<file path="config.mk">
export PLATFORM = sky130hd
export DESIGN_NAME = demux1x2_8bits_sync_flat
export DESIGN_NICKNAME = d
export VERILOG_FILES = /design/src/rtl/demux1x2_8bits_sync_if.sv /design/src/rtl/demux1x2_8bits_sync.sv /design/src/flat_wrapper.sv
export SDC_FILE = /design/constraint.sdc
export NUM_CORES = 1
export LEC_CHECK = 0
export CAP_MARGIN = 20
export CORE_AREA = 4 4 58 60
export CTS_BUF_LIST = sky130_fd_sc_hd__clkbuf_8 sky130_fd_sc_hd__clkbuf_16
export DETAILED_ROUTE_END_ITERATION = 16
export DIE_AREA = 0 0 62 64
export PLACE_DENSITY = 0.79
export SYNTH_ARGS = -nofsm -noshare
export SYNTH_HDL_FRONTEND = slang
export SYNTH_SLANG_ARGS = --single-unit
</file>
<file path="constraint.sdc">
create_clock -name clk_4f -period 1.8 [get_ports clk_4f]
set_input_delay 0.27 -clock clk_4f [delete_from_list [all_inputs] [get_ports clk_4f]]
set_output_delay 0.27 -clock clk_4f [all_outputs]
set_load 0.01 [all_outputs]
</file>
<file path="src/rtl/demux1x2_8bits_sync_if.sv">
// rtl/demux1x2_8bits_sync_if.sv - serial lane in, paired half-rate lanes out
interface demux1x2_8bits_sync_if #(
    parameter int WIDTH = 8,
    parameter int CNT_W = 8
);
    logic [WIDTH-1:0] data_000;
    logic             valid_000;
    logic [WIDTH-1:0] data_00;
    logic             valid_00;
    logic [WIDTH-1:0] data_11;
    logic             valid_11;
    logic             pair_stb;
    logic [CNT_W-1:0] pair_cnt;

    modport master (
        output data_000, valid_000,
        input  data_00, valid_00, data_11, valid_11, pair_stb, pair_cnt
    );

    modport slave (
        input  data_000, valid_000,
        output data_00, valid_00, data_11, valid_11, pair_stb, pair_cnt
    );
endinterface

</file>
<file path="src/rtl/demux1x2_8bits_sync.sv">
// rtl/demux1x2_8bits_sync.sv - 1-to-2 byte lane splitter on an internal half-rate phase
module demux1x2_8bits_sync #(
    parameter int WIDTH = 8,
    parameter int CNT_W = 8
) (
    input  logic                  clk_4f,
    input  logic                  reset,
    demux1x2_8bits_sync_if.slave  bus
);
    typedef enum logic {
        PH_EVEN = 1'b0,
        PH_ODD  = 1'b1
    } phase_e;

    phase_e           phase_q,      phase_d;
    logic [WIDTH-1:0] hold_data_q,  hold_data_d;
    logic             hold_valid_q, hold_valid_d;
    logic [WIDTH-1:0] data_00_q,    data_00_d;
    logic             valid_00_q,   valid_00_d;
    logic [WIDTH-1:0] data_11_q,    data_11_d;
    logic             valid_11_q,   valid_11_d;
    logic             pair_stb_q,   pair_stb_d;
    logic [CNT_W-1:0] pair_cnt_q,   pair_cnt_d;

    always_comb begin
        phase_d      = phase_q;
        hold_data_d  = hold_data_q;
        hold_valid_d = hold_valid_q;
        data_00_d    = data_00_q;
        valid_00_d   = valid_00_q;
        data_11_d    = data_11_q;
        valid_11_d   = valid_11_q;
        pair_stb_d   = 1'b0;
        pair_cnt_d   = pair_cnt_q;

        case (phase_q)
            PH_EVEN: begin
                phase_d      = PH_ODD;
                hold_data_d  = bus.data_000;
                hold_valid_d = bus.valid_000;
            end
            PH_ODD: begin
                // Both lanes publish together so a pair is always coherent on the outputs.
                phase_d    = PH_EVEN;
                data_00_d  = hold_data_q;
                valid_00_d = hold_valid_q;
                data_11_d  = bus.data_000;
                valid_11_d = bus.valid_000;
                pair_stb_d = 1'b1;
                if (hold_valid_q && bus.valid_000) begin
                    pair_cnt_d = pair_cnt_q + 1'b1;
                end
            end
            default: phase_d = PH_EVEN;
        endcase
    end

    always_ff @(posedge clk_4f) begin
        if (!reset) begin
            phase_q      <= PH_EVEN;
            hold_data_q  <= '0;
            hold_valid_q <= 1'b0;
            data_00_q    <= '0;
            valid_00_q   <= 1'b0;
            data_11_q    <= '0;
            valid_11_q   <= 1'b0;
            pair_stb_q   <= 1'b0;
            pair_cnt_q   <= '0;
        end else begin
            phase_q      <= phase_d;
            hold_data_q  <= hold_data_d;
            hold_valid_q <= hold_valid_d;
            data_00_q    <= data_00_d;
            valid_00_q   <= valid_00_d;
            data_11_q    <= data_11_d;
            valid_11_q   <= valid_11_d;
            pair_stb_q   <= pair_stb_d;
            pair_cnt_q   <= pair_cnt_d;
        end
    end

    assign bus.data_00  = data_00_q;
    assign bus.valid_00 = valid_00_q;
    assign bus.data_11  = data_11_q;
    assign bus.valid_11 = valid_11_q;
    assign bus.pair_stb = pair_stb_q;
    assign bus.pair_cnt = pair_cnt_q;
endmodule

</file>
<file path="src/flat_wrapper.sv">
// flat-port wrapper written by rule: the top's interface ports become plain ports
module demux1x2_8bits_sync_flat 
#(
    parameter int WIDTH = 8,
    parameter int CNT_W = 8
)
  (clk_4f, reset, bus_data_000, bus_valid_000, bus_data_00, bus_valid_00, bus_data_11, bus_valid_11, bus_pair_stb, bus_pair_cnt);
  demux1x2_8bits_sync_if #(.WIDTH(WIDTH), .CNT_W(CNT_W)) bus_i ();
  input  logic clk_4f;
  input  logic reset;
  input wire logic [$bits(bus_i.data_000)-1:0] bus_data_000;
  input wire logic [$bits(bus_i.valid_000)-1:0] bus_valid_000;
  output wire logic [$bits(bus_i.data_00)-1:0] bus_data_00;
  output wire logic [$bits(bus_i.valid_00)-1:0] bus_valid_00;
  output wire logic [$bits(bus_i.data_11)-1:0] bus_data_11;
  output wire logic [$bits(bus_i.valid_11)-1:0] bus_valid_11;
  output wire logic [$bits(bus_i.pair_stb)-1:0] bus_pair_stb;
  output wire logic [$bits(bus_i.pair_cnt)-1:0] bus_pair_cnt;
  assign bus_i.data_000 = bus_data_000;
  assign bus_i.valid_000 = bus_valid_000;
  assign bus_data_00 = bus_i.data_00;
  assign bus_valid_00 = bus_i.valid_00;
  assign bus_data_11 = bus_i.data_11;
  assign bus_valid_11 = bus_i.valid_11;
  assign bus_pair_stb = bus_i.pair_stb;
  assign bus_pair_cnt = bus_i.pair_cnt;
  demux1x2_8bits_sync #(.WIDTH(WIDTH), .CNT_W(CNT_W)) u_core (.clk_4f(clk_4f), .reset(reset), .bus(bus_i));
endmodule
</file>
==> results of run 1 <==
path summary, 6_finish.rpt:
kind                                             start                     end  slack [ps]  cells after the start
worst max-delay path            u_core.bus.pair_cnt[5]         bus_pair_cnt[5]         280                      1
worst min-delay path             u_core.bus.data_00[2]   u_core.bus.data_00[2]         470                      2
worst max register to register     u_core.hold_valid_q  u_core.bus.pair_cnt[6]         390                      3
worst min register to register   u_core.bus.data_00[2]   u_core.bus.data_00[2]         470                      2
per-stage QoR:
stage | cells | utilization [%] | cell area (um^2)
global placement | 207 | 59.5 | 1740
floorplan | 140 | - | 1330
finish | 214 | 62.5 | 1830
detailed placement | 207 | 59.5 | 1740
global route | 214 | 62.5 | 1830
CTS | 214 | 62.5 | 1830
cell usage after synthesis:
master	number	area share, %
or3_1	2	0.94
nand4_1	2	0.94
ha_1	1	0.94
nor2_1	13	3.7
xor2_1	2	1.3
clkbuf_1	4	1.1
nand2_1	11	3.1
a21oi_1	23	8.7
nand3_1	3	1.1
buf_1	2	0.57
o21ai_0	2	0.75
clkinv_1	1	0.28
buf_2	2	0.75
and2_1	1	0.47
nand2b_1	18	8.5
dfxtp_1	37	56
o31ai_1	3	1.7
mux2i_1	10	7.5
or4_1	3	1.7
cell families after synthesis:
logic type	after synthesis	share of synthesized area, %
DFF	37	55.8
and+or+nand+nor	53	20.5
buffers and inverters	9	2.74
adders and majority gates	1	0.943
xor gates and xnor gates	2	1.32
muxes	10	7.55
AOI/OAI and AO/OA	28	11.1
cell type report:
class,instances,area (um^2),share of cell area [%]
Clock buffer,6,82.6,4.51
Clock inverter,1,3.75,0.205
Inverter,1,3.75,0.205
Multi-Input combinational cell,94,549,30.0
Sequential cell,37,741,40.5
Tap cell,33,41.3,2.26
Timing Repair Buffer,42,408,22.3
worst register-to-register path, stage by stage, from the launching register on:
cell     delay, ps
dfxtp_1        350
nand3_1        240
or4_1          550
a21oi_1        190
power by group through the flow:
stage               logic [uW]  clock network, uW  registers (uW)
floorplan                 75.2                  0             896
global placement           165                  0             887
detailed placement         168                  0             888
CTS                        169                568             870
global route               184                609             873
finish                     167                549             870
flip-flops by register name, summed over array words and instances, names as in the netlist:
signal	flops
u_core.bus.data_00	8
u_core.bus.data_11	8
u_core.bus.pair_cnt	8
u_core.bus.pair_stb	1
u_core.bus.valid_00	1
u_core.bus.valid_11	1
u_core.hold_data_q	8
u_core.hold_valid_q	1
u_core.phase_q	1
layer usage:
| metal | vias to the layer above | part of all wire, % | global-route usage [%] |
|---|---|---|---|
| met3 | 7 | 5.2 | 4.44 |
| met5 | - | 0 | 0 |
| met1 | 482 | 42 | 16.6 |
| li1 | 554 | - | - |
| met4 | 0 | 1.9 | 6.37 |
| met2 | 30 | 51 | 23.8 |
==> impl_metrics.env, run 1 <==
export IMPL_p_leak_uw=0.000680
export IMPL_p_clk_share_pct=34.6
export IMPL_finalCritPeriodShare_pct=84.5
export IMPL_core_area_um2=2930
export IMPL_skew_ps=2.52
export IMPL_root_buffer="clkbuf_8"
export IMPL_synth_seq_cells=37
export IMPL_final_cell_mix="clkdlybuf4s50_1, dfxtp_1, a21oi_1"
export IMPL_total_power_uw=1590
export IMPL_cts_hold_buffers=0
export IMPL_clk_latency_ps=280
export IMPL_antenna_found_initial=0
export IMPL_clk_pin_slew_ps=60
export IMPL_fin_ws_ps=279
export IMPL_fillers=239
export IMPL_via_per_inst=5.01
export IMPL_drcViolationCount=0
export IMPL_path_delay_family="buffers and inverters"
export IMPL_yosysWarnings=0
export IMPL_wire_per_inst_um=12.4
export IMPL_pre_cts_ws_ps=10.2
export IMPL_endpoint_kind="output pin"
export IMPL_vias=1073
export IMPL_cp_start_kind="flip-flop"
export IMPL_critPathArrivalTime_ps=1250
export IMPL_tns_ps=0
export IMPL_power_combinational_fraction_pct=10.5
export IMPL_syn2layout_area_growth_pct=37.9
export IMPL_ys_seq_area_share_pct=55.8
export IMPL_drv_cap=0
export IMPL_cts_sinks=37
export IMPL_synth_avg_cell_area_um2=9.47
export IMPL_cts_setup_buffers=0
export IMPL_initial_core_util_pct=45.3
export IMPL_diodes=0
export IMPL_gp_congestion=0.837
export IMPL_cts_resized=0
export IMPL_cts_tree="yes"
export IMPL_grt_pass1_vias=984
export IMPL_power_density_nw_per_um2=867
export IMPL_postSynthCellCount=140
export IMPL_intPower_uw=1250
export IMPL_final_antenna_net_count=0
export IMPL_whs_ps=469
export IMPL_syn_area_um2=1330
export IMPL_dp_hpwl_mm=1.92
export IMPL_slowest_stage="clkdlybuf4s50_1"
export IMPL_min_period_ps=1520
export IMPL_max_freq_ghz=0.657
export IMPL_hold_viol=0
export IMPL_critical_path_class="reg -> out"
export IMPL_port_buffers=37
export IMPL_path_cells="clkdlybuf4s50_1"
export IMPL_track_usage_pct=14.5
export IMPL_cts_path_max_buffers=2
export IMPL_min_path_type="reg -> reg"
export IMPL_grt_overflow=0
export IMPL_nets=193
export IMPL_slowest_delay_ps=580
export IMPL_fp_row_count=20
export IMPL_crit_required_ps=1530
export IMPL_grt_max_degree=40
export IMPL_drt_pass1_iterations=4
export IMPL_p_sw_uw=340
export IMPL_path_max_fanout=5
export IMPL_report_final_setup_viol=0
export IMPL_outcome="finished, final reports clean"
export IMPL_drive_gt1_share_pct=6.08
export IMPL_crit_buf_inv=1
export IMPL_die_y_um=64
export IMPL_drt_iter0_markers=34
export IMPL_swShare_pct=21.5
export IMPL_pwr_share_seq_pct=54.8
export IMPL_cts_htree_levels=2
export IMPL_grt_pass1_wl_mm=4.33
export IMPL_yosys_cell_types_count=19
export IMPL_worstMarginPinSlew_ps=361
export IMPL_wl_mm=2.64
export IMPL_die_area_um2=3970
export IMPL_max_vdd_ir_drop_mv=0.648
export IMPL_die_x_um=62
export IMPL_cts_made_buffers=5
export IMPL_synth_nets=152
export IMPL_slew_headroom_pct=75.9
export IMPL_final_max_slew_violation_count=0
export IMPL_io_pins=38
export IMPL_rsz0062_at_grt="false"
Note: power is estimated with default switching activity, not from simulation.
==> inputs of run 2 (changes only) <==
Settings changed: CORE_AREA 4 4 58 60 to 4 4 59 61, DIE_AREA 0 0 62 64 to 0 0 63 65, PLACE_DENSITY 0.79 to 0.77.
Clock period 1.8 ns to 1.6 ns, I/O delays scaled along.
==> run 2 against run 1 <==
Net effect:
- non-clock buffer count is 1 lower
- utilization is 0.42 points higher
- largest cell class unchanged
- critical endpoint is now bus_pair_cnt[3]
- largest power group unchanged
- sequential power up 12%
- register-to-register slack got worse by 140 ps
==> impl_metrics.env, run 2 (synthesis gave the netlist of run 1 again) <==
export IMPL_outcome="finished, final reports clean"
export IMPL_power_density_nw_per_um2=1130
export IMPL_timing_rr_start="u_core.bus.pair_cnt[0]"
export IMPL_antenna_found_initial=0
export IMPL_cts_sinks=37
export IMPL_r2r_cells=4
export IMPL_clk_pin_slew_ps=80
export IMPL_crit_buf_inv=1
export IMPL_dp_hpwl_mm=1.85
export IMPL_path_cells="clkdlybuf4s50_1"
export IMPL_io_pins=38
export IMPL_critPathArrivalTime_ps=1290
export IMPL_final_antenna_net_count=0
export IMPL_final_cell_mix="clkdlybuf4s50_1, dfxtp_1, a21oi_1"
export IMPL_wl_mm=2.66
export IMPL_grt_max_degree=40
export IMPL_die_y_um=65
export IMPL_die_x_um=63
export IMPL_endpoint_kind="output pin"
export IMPL_vias=1079
export IMPL_drt_pass1_iterations=4
export IMPL_total_power_uw=2120
export IMPL_nets=192
export IMPL_hold_viol=0
export IMPL_gp_congestion=0.815
export IMPL_syn2layout_area_growth_pct=41.2
export IMPL_finalCritPeriodShare_pct=95.9
export IMPL_via_per_inst=5.04
export IMPL_slowest_delay_ps=580
export IMPL_port_buffers=37
export IMPL_max_vdd_ir_drop_mv=0.891
export IMPL_worstMarginPinSlew_ps=368
export IMPL_cts_tree="yes"
export IMPL_critical_path_class="reg -> out"
export IMPL_cts_resized=0
export IMPL_core_area_um2=2980
export IMPL_root_buffer="clkbuf_8"
export IMPL_grt_pass1_wl_mm=4.57
export IMPL_r2r_setup_slack_ps=250
export IMPL_track_usage_pct=14.1
export IMPL_reg2reg_to="u_core.bus.pair_cnt[6]"
export IMPL_grt_pass1_vias=1017
export IMPL_min_period_ps=1530
export IMPL_diodes=0
export IMPL_min_path_type="reg -> reg"
export IMPL_fp_row_count=20
export IMPL_clk_latency_ps=290
export IMPL_skew_ps=5.79
export IMPL_drv_cap=0
export IMPL_grt_overflow=0
export IMPL_final_max_slew_violation_count=0
export IMPL_max_freq_ghz=0.652
export IMPL_wire_per_inst_um=12.4
export IMPL_cts_setup_buffers=0
export IMPL_path_delay_family="buffers and inverters"
export IMPL_holdPathStages=2
export IMPL_cts_htree_levels=2
export IMPL_hp_start="u_core.bus.data_00[5]"
export IMPL_drive_gt1_share_pct=6.63
export IMPL_slowest_stage="clkdlybuf4s50_1"
export IMPL_holdPathEnd="u_core.bus.data_00[5]"
export IMPL_drcViolationCount=0
export IMPL_drt_iter0_markers=33
export IMPL_fin_util_pct=62.9
export IMPL_placedCellCount=206
export IMPL_cts_made_buffers=5
export IMPL_cts_path_max_buffers=2
export IMPL_cp_start_kind="flip-flop"
export IMPL_p_leak_uw=0.000696
export IMPL_cts_hold_buffers=0
export IMPL_path_max_fanout=6
export IMPL_crit_required_ps=1360
export IMPL_rsz0062_at_grt="false"
export IMPL_final_instance_count_excl_fill=214
export IMPL_cp_startpoint="u_core.bus.pair_cnt[3]"
export IMPL_die_area_um2=4100
export IMPL_report_final_setup_viol=0
export IMPL_initial_core_util_pct=44.5
export IMPL_slew_headroom_pct=75.5
-- run 2: cell count changes in the layout (fill, tap and decap cells not counted), sizes merged --
cell    delta
buf        -1
bufinv     +2
clkbuf     -1
-- run 2: area by class of cell --
class | count | area (um^2)
Multi-Input combinational cell | 94 | 549
Tap cell | 33 | 41.3
Fill cell | 259 | 1100
Timing Repair Buffer | 41 | 400
Sequential cell | 37 | 741
Inverter | 1 | 3.75
Clock inverter | 3 | 68.8
Clock buffer | 5 | 68.8
-- run 2: per-stage QoR --
stage	setup slack, ps	instance area (um^2)	hold WS (ps)	setup TNS [ps]
after floorplan	308	1330	367	0
after global placement	-37.6	1740	455	-72.9
after detailed placement	-110	1740	461	-262
after CTS	61.4	1870	473	0
after global routing	15.4	1870	495	0
final	65.7	1870	471	0
-- run 2: how the worst max path moves through the flow --
stage                                         to  slack, ps  cells past startpoint
after floorplan           u_core.bus.pair_cnt[6]        310                      4
after global placement    u_core.bus.pair_cnt[5]        -40                      4
after detailed placement  u_core.bus.pair_cnt[7]       -110                      4
after CTS                        bus_pair_cnt[3]         60                      1
after global routing             bus_pair_cnt[3]         20                      1
final                            bus_pair_cnt[3]         70                      1
-- run 2: power breakdown --
group	switching, uW	leakage (uW)	internal [uW]
combinational	83.9	0.000324	103
clock	329	0.0000687	627
sequential	17.0	0.000303	960
total	430	0.000696	1690
-- run 2: metal layers --
| layer | vias up | routed length (um) | track usage (%) |
|---|---|---|---|
| met5 | - | 0 | 0 |
| met4 | 0 | 15 | 4.96 |
| met3 | 2 | 190 | 6.07 |
| met2 | 26 | 1340 | 24.5 |
| met1 | 496 | 1120 | 15.2 |
| li1 | 555 | - | - |
==> inputs of run 3 (changes only) <==
Settings changed: CORE_AREA 4 4 59 61 to 2 2 57 59, DIE_AREA 0 0 63 65 to 0 0 59 61, GPL_TIMING_DRIVEN set to 0.
==> run 3 against run 2 <==
Net effect:
- routed wire length is 11% higher
- critical path depth unchanged
- die area down 12%
- combinational power up 3%
- setup slack better by 15 ps
- largest power group unchanged
- final cell count is 1.9% higher
==> impl_metrics.env, run 3 (synthesis gave the netlist of run 1 again) <==
export IMPL_outcome="finished, final reports clean"
export IMPL_vias=1129
export IMPL_tns_ps=0
export IMPL_track_usage_pct=18.8
export IMPL_layout_commonest_cell="dfxtp_1"
export IMPL_drt_pass1_iterations=4
export IMPL_grt_max_degree=13
export IMPL_gp_congestion=0.741
export IMPL_min_period_ps=1520
export IMPL_wire_per_inst_um=13.6
export IMPL_power_density_nw_per_um2=982
export IMPL_via_per_inst=5.18
export IMPL_path_delay_family="buffers and inverters"
export IMPL_drcViolationCount=0
export IMPL_cts_made_buffers=5
export IMPL_fp_row_count=20
export IMPL_die_y_um=61
export IMPL_crit_required_ps=1360
export IMPL_syn2layout_area_growth_pct=38.4
export IMPL_path_max_fanout=6
export IMPL_grt_overflow=0
export IMPL_whs_ps=305
export IMPL_slowest_delay_ps=570
export IMPL_critical_path_class="reg -> out"
export IMPL_grt_pass1_wl_mm=4.81
export IMPL_fillers=268
export IMPL_min_path_type="in -> reg"
export IMPL_slew_headroom_pct=67.9
export IMPL_multi_input_area_um2=554
export IMPL_port_buffers=37
export IMPL_cts_tree="yes"
export IMPL_core_area_um2=2950
export IMPL_skew_ps=6.07
export IMPL_endpoint_kind="output pin"
export IMPL_max_vdd_ir_drop_mv=0.541
export IMPL_cts_htree_levels=2
export IMPL_fin_util_pct=62.2
export IMPL_p_leak_uw=0.000680
export IMPL_max_freq_ghz=0.658
export IMPL_total_power_uw=1800
export IMPL_cts_sinks=37
export IMPL_grt_pass1_vias=1104
export IMPL_timing_rr_start="u_core.hold_valid_q"
export IMPL_rsz0062_at_grt="false"
export IMPL_drv_cap=0
export IMPL_finalCritPeriodShare_pct=95.0
export IMPL_slowest_stage="clkdlybuf4s50_1"
export IMPL_dp_hpwl_mm=2.12
export IMPL_root_buffer="clkbuf_8"
export IMPL_nets=196
export IMPL_crit_buf_inv=1
export IMPL_cp_startpoint="u_core.bus.pair_cnt[4]"
export IMPL_final_antenna_net_count=0
export IMPL_cp_start_kind="flip-flop"
export IMPL_initial_core_util_pct=44.9
export IMPL_final_max_slew_violation_count=0
export IMPL_cts_path_max_buffers=2
export IMPL_path_cells="clkdlybuf4s50_1"
export IMPL_report_final_setup_viol=0
export IMPL_clk_latency_ps=300
export IMPL_final_cell_mix="dfxtp_1, clkdlybuf4s50_1, a21oi_1"
export IMPL_diodes=0
export IMPL_cts_setup_buffers=0
export IMPL_critPathArrivalTime_ps=1280
export IMPL_worstMarginPinSlew_ps=481
export IMPL_hold_viol=0
export IMPL_seqCellArea_um2=741
export IMPL_antenna_found_initial=0
export IMPL_wl_mm=2.96
export IMPL_io_pins=38
export IMPL_hp_start="bus_valid_000"
export IMPL_drt_iter0_markers=35
export IMPL_drive_gt1_share_pct=6.49
export IMPL_clk_pin_slew_ps=70
export IMPL_die_x_um=59
export IMPL_die_area_um2=3600
==> run 3: cell types whose count changed in the layout (fill, tap and decap cells not counted), moves of 2 or more <==
cell and change:
clkinv_2 +2, bufinv_16 -2, buf_4 -4, clkbuf_1 +3
buf_1 +2
==> run 3: repair_timing <==
item | in CTS | in global routing
gates resized for setup | 0 | 5
endpoints found under the setup margin | 0 | 3
hold buffers | 0 | 0
==> run 3: area by class of cell <==
cell class | instances | area share (%)
Clock buffer | 5 | 3.75
Sequential cell | 37 | 40.4
Inverter | 1 | 0.204
Tap cell | 33 | 2.25
Multi-Input combinational cell | 94 | 30.2
Timing Repair Buffer | 37 | 20.3
Clock inverter | 3 | 0.954
Buffer | 8 | 1.98
==> run 3: per-layer routing <==
metal / up-vias / global-route usage (%) / part of all wire [%]
li1: 558 / - / -
met1: 528 / 20.7 / 42
met2: 33 / 31.0 / 51
met3: 10 / 7.68 / 4.4
met4: 0 / 10.7 / 2.9
met5: - / 0 / 0
==> run 3: power breakdown <==
group          switching (uW)  internal, uW  total [uW]
Sequential               18.9           961         980
Combinational            89.0           103         192
Clock                     332           300         632
Total                     439          1360        1800
==> run 3: final timing paths <==
check,cells after the start,slack [ps],to
hold reg to reg,2,470,u_core.bus.data_00[3]
setup reg to reg,4,230,u_core.bus.pair_cnt[6]
hold / removal,3,310,u_core.hold_valid_q
setup / recovery,1,80,bus_pair_cnt[4]
==> run 3: through the flow <==
stage                     worst slack [ps]  instance area, um^2  instances
after floorplan                        308                 1330        140
after CTS                             70.3                 1820        218
after global placement                -191                 1740        210
after detailed placement              -242                 1740        210
final                                 80.7                 1840        218
after global routing                  36.1                 1840        218
